==> config.mk <==
export PLATFORM = sky130hd
export DESIGN_NAME = alu_pipe
export DESIGN_NICKNAME = d
export VERILOG_FILES = /design/src/rtl/alu_pkg.sv /design/src/rtl/alu_mul_iter.sv /design/src/rtl/alu_pipe.sv
export SDC_FILE = /design/constraint.sdc
export NUM_CORES = 1
export LEC_CHECK = 0
export BUFFER_PORTS_ARGS = -buffer_cell sky130_fd_sc_hd__buf_2
export CORE_ASPECT_RATIO = 2
export CORE_MARGIN = 2
export CORE_UTILIZATION = 45
export CTS_CLUSTER_DIAMETER = 40
export DETAILED_ROUTE_END_ITERATION = 6
export GPL_TIMING_DRIVEN = 1
export MAX_ROUTING_LAYER = met4
export PLACE_DENSITY_LB_ADDON = 0.25
export SETUP_SLACK_MARGIN = 0.4
export SLEW_MARGIN = 15
export SYNTH_ARGS = -nofsm -noshare
export SYNTH_HDL_FRONTEND = slang
export SYNTH_SLANG_ARGS = --single-unit
==> constraint.sdc <==
create_clock -name clk -period 8.2 [get_ports clk]
set_input_delay 0.41 -clock clk [delete_from_list [all_inputs] [get_ports clk]]
set_output_delay 0.41 -clock clk [all_outputs]
set_load 0.01 [all_outputs]
==> src/rtl/alu_pkg.sv <==
// alu_pkg: opcodes, FSM encoding and overflow helper shared by the pipelined ALU
package alu_pkg;
   localparam logic [5:0] OP_ADD  = 6'b000000;
   localparam logic [5:0] OP_SUB  = 6'b000001;
   localparam logic [5:0] OP_MUL  = 6'b000010;
   localparam logic [5:0] OP_AND  = 6'b000100;
   localparam logic [5:0] OP_OR   = 6'b000101;
   localparam logic [5:0] OP_XOR  = 6'b000110;
   localparam logic [5:0] OP_NOR  = 6'b000111;
   localparam logic [5:0] OP_SLL  = 6'b001000;
   localparam logic [5:0] OP_SRL  = 6'b001001;
   localparam logic [5:0] OP_SRA  = 6'b001010;
   localparam logic [5:0] OP_SLT  = 6'b001011;
   localparam logic [5:0] OP_SLTU = 6'b001100;
   localparam logic [1:0] S_IDLE = 2'd0;
   localparam logic [1:0] S_MUL  = 2'd1;
   localparam logic [1:0] S_DONE = 2'd2;
   // sa/sb/sr are the sign bits of a, b and the result
   function automatic logic add_sub_ovf(input logic sub, input logic sa, input logic sb, input logic sr);
      return (sub ? sa != sb : sa == sb) && (sr != sa);
   endfunction
endpackage

==> src/rtl/alu_mul_iter.sv <==
// alu_mul_iter: unsigned shift-add multiplier, one partial product per cycle
module alu_mul_iter #(
   parameter int WIDTH = 32
) (
   input  logic               clk,
   input  logic               rst,
   input  logic               start,
   input  logic [WIDTH-1:0]   a,
   input  logic [WIDTH-1:0]   b,
   output logic               busy,
   output logic               done,
   output logic [2*WIDTH-1:0] prod
);
   localparam int CW = $clog2(WIDTH);
   localparam logic [CW-1:0] LAST = CW'(WIDTH - 1);
   logic [2*WIDTH-1:0] mcand;
   logic [WIDTH-1:0]   mplier;
   logic [CW-1:0]      cnt;
   always_ff @(posedge clk) begin
      if (rst) begin
         busy   <= 1'b0;
         done   <= 1'b0;
         prod   <= '0;
         mcand  <= '0;
         mplier <= '0;
         cnt    <= '0;
      end else begin
         done <= busy && cnt == LAST;
         if (start) begin
            busy   <= 1'b1;
            prod   <= '0;
            mcand  <= {{WIDTH{1'b0}}, a};
            mplier <= b;
            cnt    <= '0;
         end else if (busy) begin
            prod   <= mplier[0] ? prod + mcand : prod;
            mcand  <= mcand << 1;
            mplier <= mplier >> 1;
            cnt    <= cnt + CW'(1);
            busy   <= cnt != LAST;
         end
      end
   end
endmodule

==> src/rtl/alu_pipe.sv <==
// alu_pipe: valid/ready ALU with registered result, single-cycle ops and iterative MUL
module alu_pipe
   import alu_pkg::*;
#(
   parameter int WIDTH = 32,
   parameter int SHW   = $clog2(WIDTH)
) (
   input  logic             clk,
   input  logic             rst,
   input  logic             in_valid,
   output logic             in_ready,
   input  logic [WIDTH-1:0] a,
   input  logic [WIDTH-1:0] b,
   input  logic [5:0]       alufn,
   output logic             out_valid,
   input  logic             out_ready,
   output logic [WIDTH-1:0] otp,
   output logic             zero,
   output logic             overflow,
   output logic             illegal
);
   logic [1:0]         state;
   logic               accept, mul_start, mul_busy, mul_done, ld, ovf, ill, nxt_ovf, nxt_ill;
   logic [2*WIDTH-1:0] prod;
   logic [WIDTH-1:0]   sum, diff, res, nxt_otp;
   logic [SHW-1:0]     sh;
   assign in_ready  = state == S_IDLE && !mul_busy && (!out_valid || out_ready);
   assign accept    = in_valid && in_ready;
   assign mul_start = accept && alufn == OP_MUL;
   assign sum       = a + b;
   assign diff      = a - b;
   assign sh        = b[SHW-1:0];
   always_comb begin
      res = '0;
      ovf = 1'b0;
      ill = 1'b0;
      case (alufn)
         OP_ADD: begin
            res = sum;
            ovf = add_sub_ovf(1'b0, a[WIDTH-1], b[WIDTH-1], sum[WIDTH-1]);
         end
         OP_SUB: begin
            res = diff;
            ovf = add_sub_ovf(1'b1, a[WIDTH-1], b[WIDTH-1], diff[WIDTH-1]);
         end
         OP_MUL:  res = '0;
         OP_AND:  res = a & b;
         OP_OR:   res = a | b;
         OP_XOR:  res = a ^ b;
         OP_NOR:  res = ~(a | b);
         OP_SLL:  res = a << sh;
         OP_SRL:  res = a >> sh;
         OP_SRA:  res = WIDTH'($signed(a) >>> sh);
         OP_SLT:  res = {{(WIDTH-1){1'b0}}, $signed(a) < $signed(b)};
         OP_SLTU: res = {{(WIDTH-1){1'b0}}, a < b};
         default: ill = 1'b1;
      endcase
   end
   // result registers load either from a single-cycle accept or from the finished product
   assign ld      = (accept && !mul_start) || state == S_DONE;
   assign nxt_otp = state == S_DONE ? prod[WIDTH-1:0] : res;
   assign nxt_ovf = state == S_DONE ? |prod[2*WIDTH-1:WIDTH] : ovf;
   assign nxt_ill = state != S_DONE && ill;
   always_ff @(posedge clk) begin
      if (rst) begin
         state     <= S_IDLE;
         out_valid <= 1'b0;
         otp       <= '0;
         zero      <= 1'b0;
         overflow  <= 1'b0;
         illegal   <= 1'b0;
      end else begin
         state <= state == S_IDLE ? (mul_start ? S_MUL : S_IDLE) :
                  state == S_MUL  ? (mul_done ? S_DONE : S_MUL) : S_IDLE;
         if (ld) begin
            out_valid <= 1'b1;
            otp       <= nxt_otp;
            zero      <= nxt_otp == '0;
            overflow  <= nxt_ovf;
            illegal   <= nxt_ill;
         end else if (out_ready) begin
            out_valid <= 1'b0;
         end
      end
   end
   alu_mul_iter #(.WIDTH(WIDTH)) u_mul (
      .clk   (clk),
      .rst   (rst),
      .start (mul_start),
      .a     (a),
      .b     (b),
      .busy  (mul_busy),
      .done  (mul_done),
      .prod  (prod)
   );
endmodule

==> results of run 1 <==
layout make-up:
class	count	area [um2]
Clock buffer	31	732
Multi-Input combinational cell	2343	15800
Antenna cell	16	40.0
Sequential cell	205	4110
Timing Repair Buffer	167	990
Clock inverter	13	196
Tap cell	627	785
Fill cell	4658	23400
Inverter	111	417
state kept, by name, summed over array words and instances, names as in the netlist, 2 cells and up:
signal	flops
u_mul.mplier	32
otp	32
u_mul.mcand	64
u_mul.prod	64
u_mul.cnt	5
state	2
metal layers:
| layer | GRT usage | vias to the layer above |
|---|---|---|
| met1 | 0.449 | 11500 |
| li1 | - | 10500 |
| met4 | 0.507 | 0 |
| met3 | 0.155 | 671 |
| met2 | 0.733 | 1508 |
| met5 | - | - |
Yosys cell counts (45+ instances only):
cell	n	area share
a21oi_1	369	0.087
nand2_1	358	0.064
nor2_1	296	0.053
dfxtp_1	205	0.19
clkbuf_1	172	0.031
ha_1	162	0.096
o21ai_0	130	0.031
inv_1	108	0.019
mux2i_1	93	0.044
xnor2_1	75	0.031
a22oi_1	72	0.026
a211oi_1	66	0.023
a21o_1	53	0.019
nor3_1	52	0.012
nand3_1	49	0.012
mux4_2	45	0.048
worst max path at each step:
stage	to	cells past startpoint
after floorplan	zero	18
after global placement	zero	15
after detailed placement	zero	15
after CTS	u_mul.prod[62]	15
after global routing	zero	14
final	otp[31]	15
cells by family (layout without fill, tap and decap cells):
group / after synthesis / after routing / share of synthesized area
AOI/OAI and AO/OA: 953 / 953 / 0.288
and+or+nand+nor: 947 / 947 / 0.200
buffers and inverters: 329 / 322 / 0.0616
DFF: 205 / 205 / 0.194
adders and majority gates: 165 / 165 / 0.0987
muxes: 165 / 165 / 0.111
xor gates and xnor gates: 113 / 113 / 0.0468
other: 0 / 16 / 0
power by group:
| part | internal (mW) | total [mW] | switching (mW) |
|---|---|---|---|
| clock network | 0.742 | 1.26 | 0.520 |
| registers | 1.00 | 1.01 | 0.00596 |
| logic | 0.261 | 0.852 | 0.591 |
worst min-delay path, stage by stage:
cell	delay [ns]
buf_2	0.13
a21oi_1	0.07
nor2_1	0.07
==> impl_metrics.csv, run 1 <==
group,metric,value,unit
yosys,syn_area,21100,um2
clock_tree,cts_tree,"done",
power,irDropWorstVdd,183,uV
clock_tree,root_buffer,"clkbuf_16",
sta,period_minus_slack,5.18,ns
worst_setup_path,rr_startpoint,"u_mul.mcand[0]",
worst_setup_path,crit_path_end_kind,"flop",
yosys,synth-warning-count,0,
die,row_count,112,
yosys,syn_area_per_cell,7.35,um2
detailed_routing,ant_nets,0,
worst_setup_path,crit_buf_inv,2,
sta,fin_tns_setup,0,ns
sta,fin_crit_sh,0.631,
placement,post-dp-hpwl,86100,um
sta,worst_pin_slew,1.28,ns
placement,dpl_cell_area,22100,um2
power,p_leak,9.27,nW
grt,grt_pass1_wl,164000,um
min_path,hold_path.class,"in -> reg",
die,die_area,48900,um2
clock_tree,clockBufferDepth,3,
yosys,synthCells,2877,
detailed_routing,drt_iter0_drc,2716,
clock_tree,cts.htree.levels,1,
sta,setup_viol,0,
worst_setup_path,crit_top_cell,"a21oi_1",
placement,place_congestion,1.15,
worst_setup_path,cp.arrival,5.69,ns
min_path,min_from,"b[31]",
detailed_routing,drtPass1Iterations,6,
placement,place_ws,2.77,ns
power,p_per_area,135,nW/um2
sta,hold-worst-slack,0.140,ns
worst_setup_path,ff2ff_path_depth,15,
job,drv_cap,0,
yosys,syn_nets,3116,
worst_setup_path,critPathLaunch,"b[1]",
worst_setup_path,cp_data_required_time,8.71,ns
worst_setup_path,crit_fanout,42,
worst_setup_path,slowest_delay,0.87,ns
grt,grt_use_total,0.480,
sta,timing.fmax,193,MHz
die,fp.dieH,311,um
yosys,synth_seq_cells,205,
sta,hold_violations,0,
grt,grt_max_degree,71,
finish,finalNonFillerCells,3513,
worst_setup_path,rrSetupSlack,3.22,ns
die,core,46500,um2
detailed_routing,wl_met1,35700,um
finish,drive_above_1_share,0.111,
worst_setup_path,worstPathCellList,"buf_2 -> inv_2 -> ha_1 -> o21bai_1 -> a21oi_1 -> o211ai_1 -> a311oi_2 -> a211oi_1 -> a211oi_1 -> o21ai_0 -> nand3_1 -> o22ai_1 -> a21oi_1 -> nand2_1 -> a21oi_1",
clock_tree,ctsHoldBuffers,0,
finish,fin_util,0.496,
detailed_routing,viasPerCell,6.87,
clock_tree,cts_buffers,26,
finish,area_delta_synth_final,9.15,%
finish,fin_area,23100,um2
die,die_w,157,um
detailed_routing,dr_wl_met3,9780,um
finish,layout_common_cells,"a21oi_1 (366), nand2_1 (357), nor2_1 (290)",
worst_setup_path,cp-start-kind,"input port",
worst_setup_path,r2r-end,"u_mul.prod[62]",
detailed_routing,wirelength,114000,um
worst_setup_path,cpLargestDelayFamily,"compound AO/OA/AOI/OAI gates",
detailed_routing,wl_per_cell,32.4,um
placement,io_buffers,110,
sta,relSlewSlack,0.145,
yosys,yosysSeqAreaShare,0.194,
clock_tree,cts.sinks,205,
power,total_power,3.12,mW
finish,final_nets,3093,
grt,antenna_found_initial,12,
finish,final_common_cell,"a21oi_1",
run_status,status,"completed",
yosys,synthDistinctLibCells,89,
yosys,synth-main-ff-cell,"dfxtp_1",
detailed_routing,dr_wl_met2,52700,um
yosys,synth_edf_count,0,
clock_tree,ctsResizeCount,0,
min_path,hold_depth,3,
sta,fin_ws,3.02,ns
placement,placedCellCount,3451,
clock_tree,path_clk_slew,0.06,ns
yosys,async_flop_share,0,
sta,finClkSkew,0.0160,ns
die,start_util,0.455,
sta,rsz0062_at_grt,"false",
grt,grt_pass1_vias,23500,
sta,drv_slew,0,
worst_setup_path,crit_path_top_delay_cell,"a211oi_1",
clock_tree,worstSkewPairLatency,0.59,ns
grt,overflow,0,
die,io-pin-count,111,
detailed_routing,route.detailed.drc,0,
min_path,min_to,"u_mul.mplier[31]",
detailed_routing,highest_layer,"met4",
detailed_routing,vias,24100,
worst_setup_path,critPathKind,"in -> reg",
clock_tree,postCtsSetupRepairBufs,0,
Power figures use the tool's default switching activity.
==> run 2, diff against run 1 <==
--- a/config.mk
+++ b/config.mk
@@ -5,6 +5,7 @@
 export SDC_FILE = /design/constraint.sdc
 export NUM_CORES = 1
 export LEC_CHECK = 0
+export ABC_AREA = 1
 export BUFFER_PORTS_ARGS = -buffer_cell sky130_fd_sc_hd__buf_2
 export CORE_ASPECT_RATIO = 2
 export CORE_MARGIN = 2
==> constraint.sdc (replaced) <==
create_clock -name clk -period 5 [get_ports clk]
set_input_delay 0.25 -clock clk [delete_from_list [all_inputs] [get_ports clk]]
set_output_delay 0.25 -clock clk [all_outputs]
set_load 0.01 [all_outputs]
==> run 2 against run 1 <==
The run now fails in global routing. Synthesized cell count up 37%. Area after synthesis is 6.3% higher.
==> impl_metrics.csv, run 2 <==
group,metric,value,unit
yosys,yosys.area.top_type_share,0.183,
yosys,synth.top_cells.by_count,"nand2_1 (1015), nand3_1 (541), nor2_1 (506)",
placement,io_buffers,110,
clock_tree,cts.sinks,205,
placement,place_congestion,1.15,
yosys,yosysTopAreaCell,"dfxtp_1",
yosys,synth_seq_cells,205,
die,fp.dieH,320,um
yosys,synthDistinctLibCells,53,
clock_tree,cts_buffers,24,
yosys,synthTopCellsByArea,"dfxtp_1 (18%), nand2_1 (17%), nand3_1 (12%)",
yosys,syn_nets,4194,
grt,grt_pass1_wl,194000,um
die,row_count,115,
clock_tree,clockBufferDepth,3,
die,io-pin-count,111,
yosys,async_flop_share,0,
die,die_w,162,um
yosys,synth-warning-count,0,
placement,post-dp-hpwl,102000,um
yosys,syn_area_per_cell,5.68,um2
grt,grt_max_degree,73,
clock_tree,root_buffer,"clkbuf_16",
die,start_util,0.457,
grt,grt_pass1_vias,30400,
grt,grt_use_total,0.521,
run_status,status,"did not finish",
run_status,lastStage,"global routing",
clock_tree,cts.htree.levels,1,
yosys,synth-main-ff-cell,"dfxtp_1",
yosys,synthCells,3955,
grt,overflow,17,
run_status,tool.error,"[ERROR GRT-0116] Global routing finished with congestion. Check the congestion regions in the DRC Viewer.",
yosys,synth_edf_count,0,
yosys,synth_most_common_cell,"nand2_1",
yosys,yosysSeqAreaShare,0.183,
yosys,syn_area,22500,um2
clock_tree,postCtsSetupRepairBufs,0,
## run 2: changes by cell type after synthesis, sizes merged, moves of 68 or more
cell / before / now
nand2: 358 / 1031
nand3: 49 / 543
inv: 109 / 486
nor2: 296 / 517
a21oi: 369 / 258
mux2i: 94 / 2
clkbuf: 172 / 86
a22oi: 72 / 4
## run 2: stage by stage
step                      hold slack (ns)  setup slack, ns  instances  area, um2   util
after CTS                         0.00187             1.44       4636      24400  0.496
after detailed placement            0.460             1.09       4582      23500  0.477
after global placement              0.450             1.02       4582      23500  0.477
after floorplan                     0.399             1.93       3955      22500      -
## run 2: per-layer routing
metal | GRT usage | overflow
met5 | - | -
met3 | 0.167 | 0
met2 | 0.851 | 5
met1 | 0.426 | 0
met4 | 0.612 | 12
## run 2: cell families after synthesis
group                    Yosys count  synth area share
XOR/XNOR                          47            0.0183
AND/OR/NAND/NOR                 2239             0.424
flip-flops                       205             0.183
multiplexers                       2          0.000891
buffers and inverters            659             0.117
adder cells (fa/ha/maj)          165            0.0928
AO/OA/AOI/OAI                    638             0.165
## run 2: what timing repair did
action	CTS
resized for setup	0
hold endpoints to repair	11
hold buffers	11
endpoints found under the setup margin	0
==> run 3, diff against run 2 <==
--- a/config.mk
+++ b/config.mk
@@ -7,15 +7,11 @@
 export LEC_CHECK = 0
 export ABC_AREA = 1
 export BUFFER_PORTS_ARGS = -buffer_cell sky130_fd_sc_hd__buf_2
-export CORE_ASPECT_RATIO = 2
 export CORE_MARGIN = 2
-export CORE_UTILIZATION = 45
-export CTS_CLUSTER_DIAMETER = 40
+export CORE_UTILIZATION = 30
 export DETAILED_ROUTE_END_ITERATION = 6
 export GPL_TIMING_DRIVEN = 1
-export MAX_ROUTING_LAYER = met4
-export PLACE_DENSITY_LB_ADDON = 0.25
-export SETUP_SLACK_MARGIN = 0.4
+export PLACE_DENSITY_LB_ADDON = 0.15
 export SLEW_MARGIN = 15
 export SYNTH_ARGS = -nofsm -noshare
 export SYNTH_HDL_FRONTEND = slang
==> run 3 against run 2 <==
The run now ends clean. Synthesized cell count is the same. Area after synthesis did not move.
==> impl_metrics.csv, run 3 <==
group,metric,value,unit
yosys,synth_most_common_cell,"nand2_1",
die,fp.dieH,278,um
yosys,synth-main-ff-cell,"dfxtp_1",
clock_tree,cts_tree,"done",
sta,rsz0062_at_grt,"false",
yosys,yosysSeqAreaShare,0.183,
worst_setup_path,rrSetupSlack,1.44,ns
yosys,async_flop_share,0,
detailed_routing,vias,27400,
grt,grt_pass1_vias,25800,
die,io-pin-count,111,
detailed_routing,ant_nets,0,
worst_setup_path,cp.arrival,4.05,ns
worst_setup_path,cp-start-kind,"flop",
sta,worst_pin_slew,0.954,ns
clock_tree,cts_buffers,27,
worst_setup_path,crit_path_end_kind,"flop",
sta,period_minus_slack,3.56,ns
detailed_routing,viasPerCell,5.46,
sta,finClkSkew,0.0185,ns
worst_setup_path,worstPathCellList,"ha_1 -> inv_1 -> fa_1 -> inv_1 -> nand3_1 -> nand2_1 -> a21oi_2 -> o21ai_1 -> a21boi_2 -> o21ai_1 -> a21boi_0 -> o21ai_1 -> a21oi_1 -> nand2_1 -> nand3_1 -> nand2_1 -> inv_1",
sta,relSlewSlack,0.363,
worst_setup_path,r2r-end,"u_mul.prod[42]",
placement,place_congestion,1.09,
die,die_area,77100,um2
clock_tree,cts.htree.levels,1,
yosys,synth.top_cells.by_count,"nand2_1 (1015), nand3_1 (541), nor2_1 (506)",
clock_tree,clockBufferDepth,3,
clock_tree,ctsResizeCount,0,
worst_setup_path,crit_path_top_delay_cell,"o21ai_1",
worst_setup_path,slowest_delay,0.42,ns
placement,post-dp-hpwl,100000,um
detailed_routing,wl_per_cell,24.3,um
yosys,syn_nets,4194,
yosys,syn_area_per_cell,5.68,um2
worst_setup_path,cp_data_required_time,5.49,ns
worst_setup_path,critPathKind,"reg -> reg",
min_path,min_to,"u_mul.mplier[6]",
detailed_routing,drt_iter0_drc,3018,
sta,setup_viol,0,
grt,grt_pass1_wl,176000,um
finish,reg.largest.list,"u_mul.mcand x64, u_mul.prod x64",
sta,drv_slew,0,
clock_tree,ctsHoldBuffers,26,
die,core,74300,um2
sta,timing.fmax,281,MHz
worst_setup_path,rr_startpoint,"u_mul.prod[0]",
yosys,synth_seq_cells,205,
grt,grtUsageMet3,0.0408,
clock_tree,postCtsSetupRepairBufs,0,
worst_setup_path,ff2ff_path_depth,17,
min_path,hold_path.class,"in -> reg",
clock_tree,cts.sinks,205,
grt,grt_use_total,0.306,
detailed_routing,wirelength,122000,um
yosys,syn_area,22500,um2
finish,final_nets,4258,
placement,io_buffers,110,
power,total_power,5.13,mW
grt,overflow,0,
die,start_util,0.302,
job,drv_cap,0,
grt,antenna_found_initial,5,
grt,top_usage_layer,"met2",
clock_tree,root_buffer,"clkbuf_16",
min_path,hold_depth,3,
yosys,yosysTopAreaCell,"dfxtp_1",
yosys,synthTopCellsByArea,"dfxtp_1 (18%), nand2_1 (17%), nand3_1 (12%)",
clock_tree,path_clk_slew,0.06,ns
grt,gr-usage-met2,0.475,
finish,layout_common_cells,"nand2_1 (1014), nand3_1 (541), nor2_1 (502)",
finish,final_common_cell,"nand2_1",
detailed_routing,route.detailed.drc,0,
die,row_count,100,
grt,grt_max_degree,67,
min_path,min_from,"b[6]",
yosys,synth-warning-count,0,
yosys,yosys.area.top_type_share,0.183,
run_status,status,"completed",
clock_tree,worstSkewPairLatency,0.60,ns
yosys,synthCells,3955,
sta,fin_tns_setup,0,ns
grt,grtUsageMet1,0.401,
finish,area_delta_synth_final,12.1,%
sta,fin_crit_sh,0.711,
yosys,synth_edf_count,0,
yosys,synthDistinctLibCells,53,
sta,hold-worst-slack,0.0213,ns
power,irDropWorstVdd,290,uV
power,p_leak,12.5,nW
worst_setup_path,crit_fanout,3,
detailed_routing,drtPass1Iterations,6,
finish,drive_above_1_share,0.0740,
sta,hold_violations,0,
die,die_w,278,um
power,p_per_area,204,nW/um2
## run 3: layout make-up
class	instances	area, um2
fill	8627	49100
sequential	205	4110
clock inverter	18	198
timing repair buffer	206	1360
multi-input combinational	3091	15800
tap	969	1210
antenna	3	7.51
inverter	488	1830
clock buffer	31	721
## run 3: worst max path at each step
| stage | from | endpoint | depth (start not counted) |
|---|---|---|---|
| CTS | u_mul.prod[0] | u_mul.prod[42] | 17 |
| global route | u_mul.prod[0] | u_mul.prod[42] | 17 |
| floorplan | b[4] | zero | 25 |
| global placement | b[0] | zero | 20 |
| finish | u_mul.prod[0] | u_mul.prod[42] | 17 |
| detailed placement | b[0] | zero | 19 |
## run 3: metal layers
layer / wire length [um] / share of wire
met2: 51900 / 0.43
met3: 8910 / 0.073
met1: 52100 / 0.43
met5: 12 / 0.000099
met4: 8750 / 0.072
## run 3: worst max-delay path: cells and delay by family, from the launching register on
kind	cells	cell delay [ns]
adders and majority gates	2	0.58
DFF	1	0.36
AOI/OAI and AO/OA	7	1.88
and+or+nand+nor	5	0.44
buffers and inverters	3	0.16
## run 3: where the power goes
part / total, mW / internal (mW) / leakage [nW] / switching [mW]
clock: 2.05 / 1.19 / 0.453 / 0.853
sequential: 1.68 / 1.66 / 1.66 / 0.0232
combinational: 1.40 / 0.370 / 10.3 / 1.03
## run 3: metrics by stage
step                      instances  setup WS [ns]  utilization  cell area [um2]
after global placement         4933          0.987        0.323            24000
after floorplan                3955           1.93            -            22500
after global routing           5008           1.19        0.339            25200
after CTS                      5008           1.47        0.339            25200
final                          5011           1.44        0.339            25200
after detailed placement       4933           1.09        0.323            24000
## run 3: logic make-up after synthesis
kind of cell / Yosys count / synth area share
adders and majority gates: 165 / 0.0928
xor gates and xnor gates: 47 / 0.0183
muxes: 2 / 0.000891
buffers and inverters: 659 / 0.117
DFF: 205 / 0.183
and+or+nand+nor: 2239 / 0.424
AOI/OAI and AO/OA: 638 / 0.165
